<file path="src/rtl/mic_pkg.sv">
// Shared types and default sizing for the microphone frame sequencer.
// Single clock domain; holds no logic, so it adds no latency and applies no backpressure.
package mic_pkg;

    localparam int DEF_DATA_W     = 32;
    localparam int DEF_DECIM      = 9;
    localparam int DEF_FRAME_LEN  = 512;
    localparam int DEF_FIFO_DEPTH = 16;

    typedef enum logic [1:0] {
        IDLE,
        RUN,
        FINISH
    } seq_state_t;

    typedef struct packed {
        logic                  tlast;
        logic [DEF_DATA_W-1:0] data;
    } frame_word_t;

endpackage

</file>
<file path="src/rtl/sample_fifo.sv">
// First-word-fall-through FIFO of frame words: a write is visible at the head one edge later.
// wr_vld is ignored while full unless the head is popped in the same cycle.
module sample_fifo
    import mic_pkg::*;
#(
    parameter int DEPTH = DEF_FIFO_DEPTH
) (
    input  logic        clk_in,
    input  logic        rst_in,
    input  logic        wr_vld,
    input  frame_word_t wr_dat,
    output logic        full,
    input  logic        rd_rdy,
    output logic        rd_vld,
    output frame_word_t rd_dat
);

    localparam int AW = $clog2(DEPTH);

    frame_word_t   mem_q [DEPTH];
    frame_word_t   mem_d [DEPTH];
    logic [AW-1:0] wr_ptr_q, wr_ptr_d;
    logic [AW-1:0] rd_ptr_q, rd_ptr_d;
    logic [AW:0]   cnt_q, cnt_d;
    logic          empty, do_wr, do_rd;

    assign empty  = (cnt_q == '0);
    assign full   = (cnt_q == (AW+1)'(DEPTH));
    assign do_rd  = rd_rdy && !empty;
    assign do_wr  = wr_vld && (!full || do_rd);
    assign rd_vld = !empty;
    assign rd_dat = mem_q[rd_ptr_q];

    always_comb begin
        mem_d    = mem_q;
        wr_ptr_d = wr_ptr_q;
        rd_ptr_d = rd_ptr_q;
        if (do_wr) begin
            mem_d[wr_ptr_q] = wr_dat;
            wr_ptr_d        = wr_ptr_q + AW'(1);
        end
        if (do_rd) begin
            rd_ptr_d = rd_ptr_q + AW'(1);
        end
        cnt_d = cnt_q + (AW+1)'(do_wr) - (AW+1)'(do_rd);
    end

    always_ff @(posedge clk_in or posedge rst_in) begin
        if (rst_in) begin
            for (int i = 0; i < DEPTH; i++) begin
                mem_q[i] <= '0;
            end
            wr_ptr_q <= '0;
            rd_ptr_q <= '0;
            cnt_q    <= '0;
        end else begin
            mem_q    <= mem_d;
            wr_ptr_q <= wr_ptr_d;
            rd_ptr_q <= rd_ptr_d;
            cnt_q    <= cnt_d;
        end
    end

endmodule

</file>
<file path="src/rtl/mic_frame_sequencer.sv">
// Decimates the FIR stream into FRAME_LEN-sample AXI-Stream frames; kept sample visible one edge later.
// Input cannot stall: kept samples meeting a full FIFO are dropped (counted under MIC_FRAME_DROP_COUNT_EN).
module mic_frame_sequencer
    import mic_pkg::*;
#(
    parameter int DATA_W     = DEF_DATA_W,
    parameter int DECIM      = DEF_DECIM,
    parameter int FRAME_LEN  = DEF_FRAME_LEN,
    parameter int FIFO_DEPTH = DEF_FIFO_DEPTH
) (
    input  logic              clk_in,
    input  logic              rst_in,
    input  logic              en,
    input  logic              s_axis_tvalid,
    input  logic [DATA_W-1:0] s_axis_tdata,
    output logic              m_axis_tvalid,
    input  logic              m_axis_tready,
    output logic [DATA_W-1:0] m_axis_tdata,
    output logic              m_axis_tlast,
    output logic              busy,
    output logic [15:0]       drop_count
);

    localparam int DCW = (DECIM > 1) ? $clog2(DECIM) : 1;
    localparam int IW  = $clog2(FRAME_LEN);

    seq_state_t     state_q, state_d;
    logic [DCW-1:0] dec_cnt_q, dec_cnt_d;
    logic [IW-1:0]  wr_idx_q, wr_idx_d;
    logic           fifo_full, fifo_vld, pop, kept, wr_ok;
    frame_word_t    wr_word, rd_word;

    assign pop           = fifo_vld && m_axis_tready;
    assign kept          = (state_q != IDLE) && s_axis_tvalid && (dec_cnt_q == '0);
    assign wr_ok         = kept && (!fifo_full || pop);
    assign wr_word.tlast = (wr_idx_q == IW'(FRAME_LEN - 1));
    assign wr_word.data  = DEF_DATA_W'(s_axis_tdata);

    always_comb begin
        state_d   = state_q;
        dec_cnt_d = dec_cnt_q;
        wr_idx_d  = wr_idx_q;
        if (state_q == IDLE) begin
            dec_cnt_d = '0;
            wr_idx_d  = '0;
            if (en) begin
                state_d = RUN;
            end
        end else begin
            if (s_axis_tvalid) begin
                dec_cnt_d = (dec_cnt_q == DCW'(DECIM - 1)) ? '0 : dec_cnt_q + DCW'(1);
            end
            if (wr_ok) begin
                wr_idx_d = wr_idx_q + IW'(1);
            end
            // Judge frame position after this cycle's write so a just-completed frame is not reopened.
            if (state_q == RUN && !en) begin
                state_d = (wr_idx_d == '0) ? IDLE : FINISH;
            end
            if (state_q == FINISH && wr_ok && wr_word.tlast) begin
                state_d = IDLE;
            end
        end
    end

    always_ff @(posedge clk_in or posedge rst_in) begin
        if (rst_in) begin
            state_q   <= IDLE;
            dec_cnt_q <= '0;
            wr_idx_q  <= '0;
        end else begin
            state_q   <= state_d;
            dec_cnt_q <= dec_cnt_d;
            wr_idx_q  <= wr_idx_d;
        end
    end

    sample_fifo #(
        .DEPTH (FIFO_DEPTH)
    ) u_fifo (
        .clk_in (clk_in),
        .rst_in (rst_in),
        .wr_vld (wr_ok),
        .wr_dat (wr_word),
        .full   (fifo_full),
        .rd_rdy (m_axis_tready),
        .rd_vld (fifo_vld),
        .rd_dat (rd_word)
    );

    assign m_axis_tvalid = fifo_vld;
    assign m_axis_tdata  = DATA_W'(rd_word.data);
    assign m_axis_tlast  = rd_word.tlast;
    assign busy          = (state_q != IDLE) || fifo_vld;

`ifdef MIC_FRAME_DROP_COUNT_EN
    logic [15:0] drop_q, drop_d;

    always_comb begin
        drop_d = drop_q;
        if (kept && !wr_ok && drop_q != 16'hFFFF) begin
            drop_d = drop_q + 16'd1;
        end
    end

    always_ff @(posedge clk_in or posedge rst_in) begin
        if (rst_in) begin
            drop_q <= '0;
        end else begin
            drop_q <= drop_d;
        end
    end

    assign drop_count = drop_q;
`else
    assign drop_count = '0;
`endif

endmodule
</file>
<file path="config.mk">
export PLATFORM = sky130hd
export DESIGN_NAME = mic_frame_sequencer
export DESIGN_NICKNAME = d
export VERILOG_FILES = /design/src/rtl/mic_pkg.sv /design/src/rtl/sample_fifo.sv /design/src/rtl/mic_frame_sequencer.sv
export SDC_FILE = /design/constraint.sdc
export NUM_CORES = 1
export LEC_CHECK = 0
export BUFFER_PORTS_ARGS = -buffer_cell sky130_fd_sc_hd__buf_2
export CAP_MARGIN = 20
export CELL_PAD_IN_SITES_DETAIL_PLACEMENT = 1
export CELL_PAD_IN_SITES_GLOBAL_PLACEMENT = 1
export CORE_ASPECT_RATIO = 0.5
export CORE_MARGIN = 1
export CORE_UTILIZATION = 58
export CTS_CLUSTER_DIAMETER = 150
export DETAILED_ROUTE_END_ITERATION = 8
export HOLD_SLACK_MARGIN = 0.06
export PLACE_DENSITY = 0.84
export SKIP_LAST_GASP = 1
export SYNTH_ARGS = -nofsm -noshare
export SYNTH_HDL_FRONTEND = slang
export SYNTH_HIERARCHICAL = 1
export SYNTH_SLANG_ARGS = --single-unit
</file>
<file path="constraint.sdc">
create_clock -name clk_in -period 49.8 [get_ports clk_in]
set_clock_uncertainty 0.2 [all_clocks]
set_input_delay 9.96 -clock clk_in [delete_from_list [all_inputs] [get_ports clk_in]]
set_output_delay 9.96 -clock clk_in [all_outputs]
set_load 0.05 [all_outputs]
</file>
==> results of run 1 <==
worst max-delay path, cell delays in order (launching register included):
cell     delay, ns
dfrtp_4       0.95
buf_4         0.90
mux4_2        0.63
a22oi_1       0.30
nand2_1       0.16
buf_2         0.25
metrics by stage:
stage	utilization, %	setup WS (ns)
floorplan	-	24.52
global placement	60.0	36.48
detailed placement	60.0	36.40
CTS	63.6	35.70
global route	63.8	35.54
finish	63.8	35.76
layout make-up:
type,count,area share (%)
multi-input combinational,921,41.0
clock buffer,73,5.16
timing repair buffer,102,2.29
clock inverter,14,0.502
inverter,17,0.247
sequential,556,48.2
tap,598,2.59
antenna,3,0.0260
state kept, by name (all words and copies together), names as in the netlist:
signal           count
wr_idx_q             9
state_q              2
u_fifo/wr_ptr_q      4
dec_cnt_q            4
u_fifo/rd_ptr_q      4
u_fifo/cnt_q         5
u_fifo/mem_q       528
logic make-up (layout without fill, tap and decap cells):
family,Yosys count,count (layout),share of synthesized area [%]
flops,556,556,52.2
buf+inv,169,206,3.72
simple gates,114,114,2.76
other cells,1,19,0.0141
xor+xnor,15,15,0.493
fa+ha+maj,16,16,0.779
compound gates,95,95,2.59
mux,665,665,37.5
worst paths after layout:
check / depth (start not counted) / endpoint / slack, ns
worst min-delay path: 1 / u_fifo/mem_q[171] / 0.30
worst min register to register: 1 / u_fifo/mem_q[171] / 0.30
worst max register to register: 13 / u_fifo/mem_q[283] / 45.44
worst max-delay path: 5 / m_axis_tdata[16] / 35.76
max in group asynchronous: 6 / u_fifo/mem_q[480] / 37.99
min in group asynchronous: 2 / wr_idx_q[8] / 9.29
power groups by stage:
stage / combinational [mW] / sequential [mW] / clock, mW
finish: 0.758 / 0.773 / 0.400
global route: 0.794 / 0.789 / 0.421
CTS: 0.754 / 0.766 / 0.404
detailed placement: 0.729 / 0.758 / 0
global placement: 0.695 / 0.732 / 0
floorplan: 0.605 / 0.698 / 0
Yosys cell counts, types with 5 or more instances:
master    instances  area, µm²
a22oi_1          66        495
buf_4            20        150
clkbuf_1         51        191
nor2b_1           5       31.3
xor2_1           10       87.6
nand4_4           9        191
ha_1             15        188
mux2_4          270       4050
buf_2            50        250
mux4_2          132       2970
nand2_1          55        206
buf_6            29        327
a21oi_1           9       45.0
dfrtp_1         556      13900
inv_1            17       63.8
xnor2_1           5       43.8
mux2_2          257       2890
nor2_1           12       45.0
nand4_1           5       31.3
routing by layer:
metal	wire [µm]	GRT usage (%)	part of all wire, %
met1	30300	43.8	40
met2	37800	54.4	50
met3	4690	6.80	6.3
met4	2280	10.6	3.0
met5	13	0	0.017
==> impl_metrics.ini, run 1 <==
[status]
status = complete, no violations

[detailed_routing]
drt_iter0_drc = 1176
drtPass1Iterations = 5
vias_per_cell = 6.63
wl_per_cell_um = 32.9
antenna_left = 0
wl_um = 75100
drc = 0
vias = 15100

[power]
power_frac_comb_pct = 39.3
power.density_nw_per_um2 = 66.8
power_mw = 1.93
clkPwrFrac_pct = 20.7
p_leak_nw = 14.4
swShare_pct = 36.2
p_int_mw = 1.23
p_sw_mw = 0.700
max-vdd-ir-drop_v = 0.0000451
seqPwrFrac_pct = 40.0

[cts]
cts-root-buf = clkbuf_16
post_cts_resized = 0
clock_path_buffers = 3
clock_sinks = 556
h-tree-depth = 2
worstSkewPairLatency_ns = 0.58
post_cts_buffers = 0
cts_tree = built
cts_buffers = 50
path_clk_slew_ns = 0.06
cts_hold_buf = 0

[timing]
final.period_utilization_pct = 28.2
drv_slew = 0
fin_crit_ns = 14.04
maxSlewHeadroom_pct = 28.6
setup_viol = 0
timing.hold.ws_ns = 0.304
worst_pin_slew_ns = 1.07
rsz0062_at_grt = no
fin_setup_tns_ns = 0
hold_violations = 0
fmax_mhz = 71.2

[die]
fp.dieH_um = 154
die_area_um2 = 46900
core_um2 = 45300
top_level_ports = 88
fp-row-count = 55
dieWidth_um = 305
initial_core_util_pct = 58.9

[placed_design]
postPlaceCellArea_um2 = 27200
numPortBuffers = 71
dp_cells = 2191
dp_hpwl_um = 37700
gp_congestion = 0.775

[cells_and_area]
layout_common_cells = 554 x dfrtp_1, 270 x mux2_4, 257 x mux2_2
design_area_um2 = 28900
layout_commonest_cell = dfrtp_1
fin_cells = 2284
drive_above_1_share_pct = 51.5
fillers = 3900
seqCellArea_um2 = 13900
multi_input_area_um2 = 11900
nNetsFinal = 1701
area_growth_pct = 8.43

[job]
maxCapViolCount = 0

[grt]
grt_pass1_wl_um = 115000
grt_remaining_overflow = 0
first_global_vias = 17400
grt_usage_pct = 32.8
grt_max_degree = 189
antenna_found_initial = 5

[worst_setup_path]
startpoint_type = flop
cp.arrival_ns = 3.88
crit_path_end_kind = primary output
startpoint = u_fifo/rd_ptr_q[0]
crit_type = reg2out
cp_max_fo = 52
critPathRequiredTime_ns = 39.64
r2r-start = u_fifo/cnt_q[3]

[logic_synthesis]
yosys_warnings = 6
synth_area_um2 = 26700
synthArstFlopShare_pct = 100
ys_seq_area_share_pct = 52.2
synth_cells = 1631
synth_edf_count = 0
synth.distinct_cells = 59
synth_seq_cells = 556
synth_ff_type = dfrtp_1
avgSynthCellArea_um2 = 16.3

[worst_hold_path]
min_path_type = reg2reg
min-delay-start = u_fifo/mem_q[171]
Power figures use the tool's default switching activity.
==> inputs of run 2 (changes only) <==
--- a/config.mk
+++ b/config.mk
@@ -11,11 +11,11 @@
 export CELL_PAD_IN_SITES_GLOBAL_PLACEMENT = 1
 export CORE_ASPECT_RATIO = 0.5
 export CORE_MARGIN = 1
-export CORE_UTILIZATION = 58
+export CORE_UTILIZATION = 49
 export CTS_CLUSTER_DIAMETER = 150
 export DETAILED_ROUTE_END_ITERATION = 8
 export HOLD_SLACK_MARGIN = 0.06
-export PLACE_DENSITY = 0.84
+export PLACE_DENSITY = 0.76
 export SKIP_LAST_GASP = 1
 export SYNTH_ARGS = -nofsm -noshare
 export SYNTH_HDL_FRONTEND = slang
==> constraint.sdc (replaced) <==
create_clock -name clk_in -period 11.96 [get_ports clk_in]
set_clock_uncertainty 0.2 [all_clocks]
set_input_delay 2.392 -clock clk_in [delete_from_list [all_inputs] [get_ports clk_in]]
set_output_delay 2.392 -clock clk_in [all_outputs]
set_load 0.05 [all_outputs]
==> run 2 against run 1 <==
Die area is 18% higher; register-to-register slack worse by 38 ns; non-clock buffer count is 3 lower; clock power grew to 4.1 times the previous value.
==> impl_metrics.ini, run 2 (same netlist as run 1, synthesis figures left out) <==
[worst_hold_path]
min_path_type = reg2reg

[cells_and_area]
layout_commonest_cell = dfrtp_1
reg_top3 = u_fifo/mem_q (528), wr_idx_q (9), u_fifo/cnt_q (5)
drive_above_1_share_pct = 51.6
top_register = u_fifo/mem_q
largest_reg_flops = 528
area_growth_pct = 8.87
layout_common_cells = 554 x dfrtp_1, 270 x mux2_4, 257 x mux2_2
fillers = 4947
nNetsFinal = 1700
multi_input_area_um2 = 11900
seqCellArea_um2 = 13900

[power]
p_sw_mw = 2.70
power.density_nw_per_um2 = 269
clkPwrFrac_pct = 20.9
seqPwrFrac_pct = 40.3
power_frac_comb_pct = 38.8
swShare_pct = 34.6
p_int_mw = 5.11
max-vdd-ir-drop_v = 0.000108
p_leak_nw = 14.3

[die]
initial_core_util_pct = 49.6
die_area_um2 = 55400
dieWidth_um = 332
fp.dieH_um = 167
fp-row-count = 60
core_um2 = 53800
top_level_ports = 88

[cts]
worstSkewPairLatency_ns = 0.58
post_cts_resized = 0
clock_sinks = 556
post_cts_buffers = 0
cts_tree = built
cts_buffers = 52
cts-root-buf = clkbuf_16
path_clk_slew_ns = 0.07
clock_path_buffers = 3
cts_hold_buf = 0
h-tree-depth = 2

[placed_design]
numPortBuffers = 71
pre_cts_ws_ns = 6.14
gp_congestion = 0.763
dp_hpwl_um = 36800

[worst_setup_path]
rr_endpoint = u_fifo/mem_q[272]
critPathRequiredTime_ns = 9.37
critPathSlowestCell = dfrtp_4
startpoint = u_fifo/rd_ptr_q[1]
max_stage_delay_ns = 1.06
crit_path_end = m_axis_tdata[16]
cp_max_fo = 58
worstPathCellList = buf_4, mux4_2, a22oi_1, nand2_1, buf_2
timing.critical_path.buf_inv = 2
r2r_cells = 13
startpoint_type = flop
cpLargestDelayFamily = flip-flops
cp.arrival_ns = 3.67
r2r-start = u_fifo/cnt_q[3]
reg2reg_slack_ns = 7.76
cp.depth = 5
crit_path_end_kind = primary output
crit_type = reg2out

[detailed_routing]
wl_per_cell_um = 27.6
drt_iter0_drc = 1079
antenna_left = 0
vias = 14600
wl_um = 66200
drtPass1Iterations = 5
drc = 0
vias_per_cell = 6.08

[timing]
worst_pin_slew_ns = 1.17
setup_viol = 0
fmax_mhz = 160
hold_violations = 0
rsz0062_at_grt = no
fin_setup_tns_ns = 0
final.period_utilization_pct = 52.3
maxSlewHeadroom_pct = 22.0
fin_ws_ns = 5.70
fin_crit_ns = 6.26
drv_slew = 0

[grt]
grt_max_degree = 194
antenna_found_initial = 1
grt_remaining_overflow = 0
grt_pass1_wl_um = 105000
first_global_vias = 16500
grt_usage_pct = 24.6

[job]
maxCapViolCount = 0

[status]
status = complete, no violations
## run 2: cell types whose count changed in the layout (fill, tap and decap cells not counted)
cell / delta
buf_12: +2
clkinv_2: -1
buf_4: -3
buf_16: -2
inv_8: -1
clkbuf_8: +8
clkbuf_1: -2
bufinv_16: -3
diode_2: -1
clkinvlp_4: +2
## run 2: worst min-delay path by stage
stage,start,to,cells after the start
2_1_floorplan,u_fifo/mem_q[100],u_fifo/mem_q[100],1
3_3_place_gp,u_fifo/mem_q[101],u_fifo/mem_q[101],1
3_5_place_dp,u_fifo/mem_q[102],u_fifo/mem_q[102],1
4_1_cts,u_fifo/mem_q[102],u_fifo/mem_q[102],1
5_1_grt,u_fifo/mem_q[108],u_fifo/mem_q[108],1
6_report,u_fifo/mem_q[102],u_fifo/mem_q[102],1
## run 2: worst reg2reg max path, delay by kind of cell, from the launching register on
kind                       cells  cell delay, ns
DFF                            1            0.41
adders and majority gates      1            0.16
AOI/OAI and AO/OA              2            0.39
and+or+nand+nor                5            1.51
muxes                          1            0.43
buffers and inverters          4            1.00
## run 2: per-stage QoR
step | hold WS (ns) | power [mW] | instance area (µm²) | std cells | util (%)
floorplan | 0.259 | 5.43 | 26700 | 1646 | -
global placement | 0.270 | 5.95 | 27300 | 2304 | 50.8
detailed placement | 0.281 | 6.17 | 27300 | 2305 | 50.9
CTS | 0.296 | 7.85 | 29000 | 2395 | 53.9
global route | 0.318 | 8.16 | 29000 | 2397 | 54.0
finish | 0.295 | 7.80 | 29000 | 2398 | 54.0
## run 2: layer usage
layer	routed length, µm	share of wire (%)	vias up	GRT usage, %
li1	-	-	6029	-
met1	29700	45	8070	35.1
met2	32200	49	357	39.6
met3	2840	4.3	118	3.81
met4	1440	2.2	0	6.40
met5	0	0	-	0
## run 2: power by group through the flow
stage / sequential, mW / combinational (mW) / clock, mW
floorplan: 2.91 / 2.52 / 0
global placement: 3.09 / 2.86 / 0
detailed placement: 3.15 / 3.02 / 0
CTS: 3.13 / 3.04 / 1.67
global route: 3.22 / 3.21 / 1.73
finish: 3.14 / 3.03 / 1.63
## run 2: layout make-up
type	instances	area share (%)
tap	713	3.07
clock inverter	11	0.198
sequential	556	48.0
multi-input combinational	921	40.9
antenna	2	0.0172
clock buffer	79	5.49
inverter	17	0.233
timing repair buffer	99	2.15
==> inputs of run 3 (changes only) <==
==> constraint.sdc (replaced) <==
create_clock -name clk_in -period 5.15 [get_ports clk_in]
set_clock_uncertainty 0.2 [all_clocks]
set_input_delay 1.03 -clock clk_in [delete_from_list [all_inputs] [get_ports clk_in]]
set_output_delay 1.03 -clock clk_in [all_outputs]
set_load 0.05 [all_outputs]
==> run 3 against run 2 <==
Clock power grew 140%; sequential cell count did not move; setup slack got worse by 4.9 ns; final area up 0.74%; sequential share of layout area shrank 0.35 points; largest cell class unchanged; critical endpoint is now u_fifo/cnt_q[4]; first-iteration DRC count rose by 4.2%; combinational power rose by 140%; hold slack improved by 0.0040 ns; sequential power is 130% higher; routed wire length is 2.9% higher.
==> impl_metrics.ini, run 3 (same netlist as run 1, synthesis figures left out) <==
[cts]
cts_hold_buf = 0
cts_buffers = 52
worstSkewPairLatency_ns = 0.59
cts-root-buf = clkbuf_16
h-tree-depth = 2
path_clk_slew_ns = 0.06
post_cts_resized = 0
cts_tree = built
clock_path_buffers = 3
clock_sinks = 556
post_cts_buffers = 0

[power]
swShare_pct = 35.1
max-vdd-ir-drop_v = 0.000503
p_sw_mw = 6.46
seqPwrFrac_pct = 39.7
power.density_nw_per_um2 = 629
p_leak_nw = 14.4
p_int_mw = 11.9
power_frac_comb_pct = 39.3
clkPwrFrac_pct = 21.0

[worst_hold_path]
min-delay-start = u_fifo/mem_q[100]
worstHoldPathCells = 1
min_path_type = reg2reg

[worst_setup_path]
r2r_cells = 18
startpoint_type = flop
cp_max_fo = 12
crit_path_end_kind = flop
critPathRequiredTime_ns = 5.46
crit_type = reg2reg
r2r-start = u_fifo/cnt_q[3]
startpoint = u_fifo/cnt_q[3]
cp.arrival_ns = 4.64

[grt]
first_global_vias = 16900
grt_max_degree = 115
antenna_found_initial = 2
grt_remaining_overflow = 0
grt_pass1_wl_um = 108000
grt_usage_pct = 25.3

[detailed_routing]
antenna_left = 0
drc = 0
drtPass1Iterations = 4
drt_iter0_drc = 1124
wl_per_cell_um = 28.2
vias_per_cell = 6.11
wl_um = 68100
vias = 14800

[placed_design]
dp_cells = 2318
gp_congestion = 0.812
dp_hpwl_um = 40600
numPortBuffers = 71
postPlaceCellArea_um2 = 27500

[cells_and_area]
fin_cells = 2416
largest_reg_flops = 528
area_growth_pct = 9.67
layout_commonest_cell = dfrtp_1
layout_common_cells = 554 x dfrtp_1, 270 x mux2_4, 257 x mux2_2
reg_top3 = u_fifo/mem_q (528), wr_idx_q (9), u_fifo/cnt_q (5)
drive_above_1_share_pct = 52.0
fillers = 4951
top_register = u_fifo/mem_q
design_area_um2 = 29200
fin_util_pct = 54.4
nNetsFinal = 1712

[timing]
fin_setup_tns_ns = 0
fmax_mhz = 231
worst_pin_slew_ns = 1.14
drv_slew = 0
setup_viol = 0
final.period_utilization_pct = 84.1
hold_violations = 0
rsz0062_at_grt = no
maxSlewHeadroom_pct = 23.7
fin_crit_ns = 4.33

[die]
top_level_ports = 88
dieWidth_um = 332
fp-row-count = 60
initial_core_util_pct = 49.6
core_um2 = 53800
fp.dieH_um = 167
die_area_um2 = 55400

[job]
maxCapViolCount = 0

[status]
status = complete, no violations
## run 3: cell types whose count changed in the layout (fill, tap and decap cells not counted)
| cell | before | now |
|---|---|---|
| buf_4 | 24 | 29 |
| buf_12 | 3 | 11 |
| clkinvlp_4 | 2 | 8 |
| clkinv_4 | 0 | 3 |
| clkbuf_1 | 9 | 11 |
| clkbuf_8 | 17 | 12 |
| clkinv_2 | 10 | 8 |
| bufinv_16 | 0 | 1 |
| buf_16 | 1 | 0 |
| inv_6 | 0 | 2 |
| diode_2 | 2 | 1 |
## run 3: final timing paths
path / endpoint / slack, ns
setup / recovery: u_fifo/cnt_q[4] / 0.82
max in group asynchronous: u_fifo/mem_q[488] / 3.22
hold / removal: u_fifo/mem_q[100] / 0.30
hold reg to reg: u_fifo/mem_q[100] / 0.30
setup reg to reg: u_fifo/cnt_q[4] / 0.82
min in group asynchronous: dec_cnt_q[3] / 0.35
## run 3: critical path: stages (launching register included)
cell	delay, ns
dfrtp_1	0.40
inv_1	0.09
ha_1	0.18
or4b_1	0.53
a21boi_0	0.31
nor2_1	0.17
nand2_1	0.17
inv_1	0.33
buf_4	0.31
nand2_1	0.13
ha_1	0.25
inv_1	0.06
ha_1	0.16
inv_1	0.06
fa_1	0.43
inv_1	0.07
a21oi_1	0.07
o21bai_1	0.17
xnor2_1	0.14
## run 3: through the flow
step                hold WS (ns)  setup slack, ns  power [mW]
floorplan                  0.259            -3.44        12.6
global route               0.315            0.498        19.3
CTS                        0.300            0.810        18.5
global placement           0.271            0.688        14.0
finish                     0.299            0.818        18.4
detailed placement         0.286            0.630        14.5
## run 3: cell type report
class / instances / area, µm² / share of cell area [%]
sequential: 556 / 13900 / 47.6
multi-input combinational: 921 / 11900 / 40.6
clock buffer: 76 / 1530 / 5.24
tap: 713 / 892 / 3.05
timing repair buffer: 111 / 793 / 2.71
clock inverter: 21 / 166 / 0.569
inverter: 17 / 67.6 / 0.231
antenna: 1 / 2.50 / 0.00856
## run 3: routing by layer
metal | part of all wire (%) | global-route usage [%] | up-vias
met5 | 0.019 | 0 | -
met4 | 1.8 | 6.08 | 2
met3 | 4.2 | 3.98 | 101
met2 | 50 | 42.4 | 368
met1 | 44 | 34.9 | 8235
li1 | - | - | 6065
## run 3: power groups by stage
stage | clock network (mW) | logic, mW | registers [mW]
floorplan | 0 | 5.85 | 6.75
global placement | 0 | 6.93 | 7.11
detailed placement | 0 | 7.20 | 7.32
CTS | 3.95 | 7.27 | 7.28
global route | 4.10 | 7.67 | 7.48
finish | 3.87 | 7.22 | 7.31
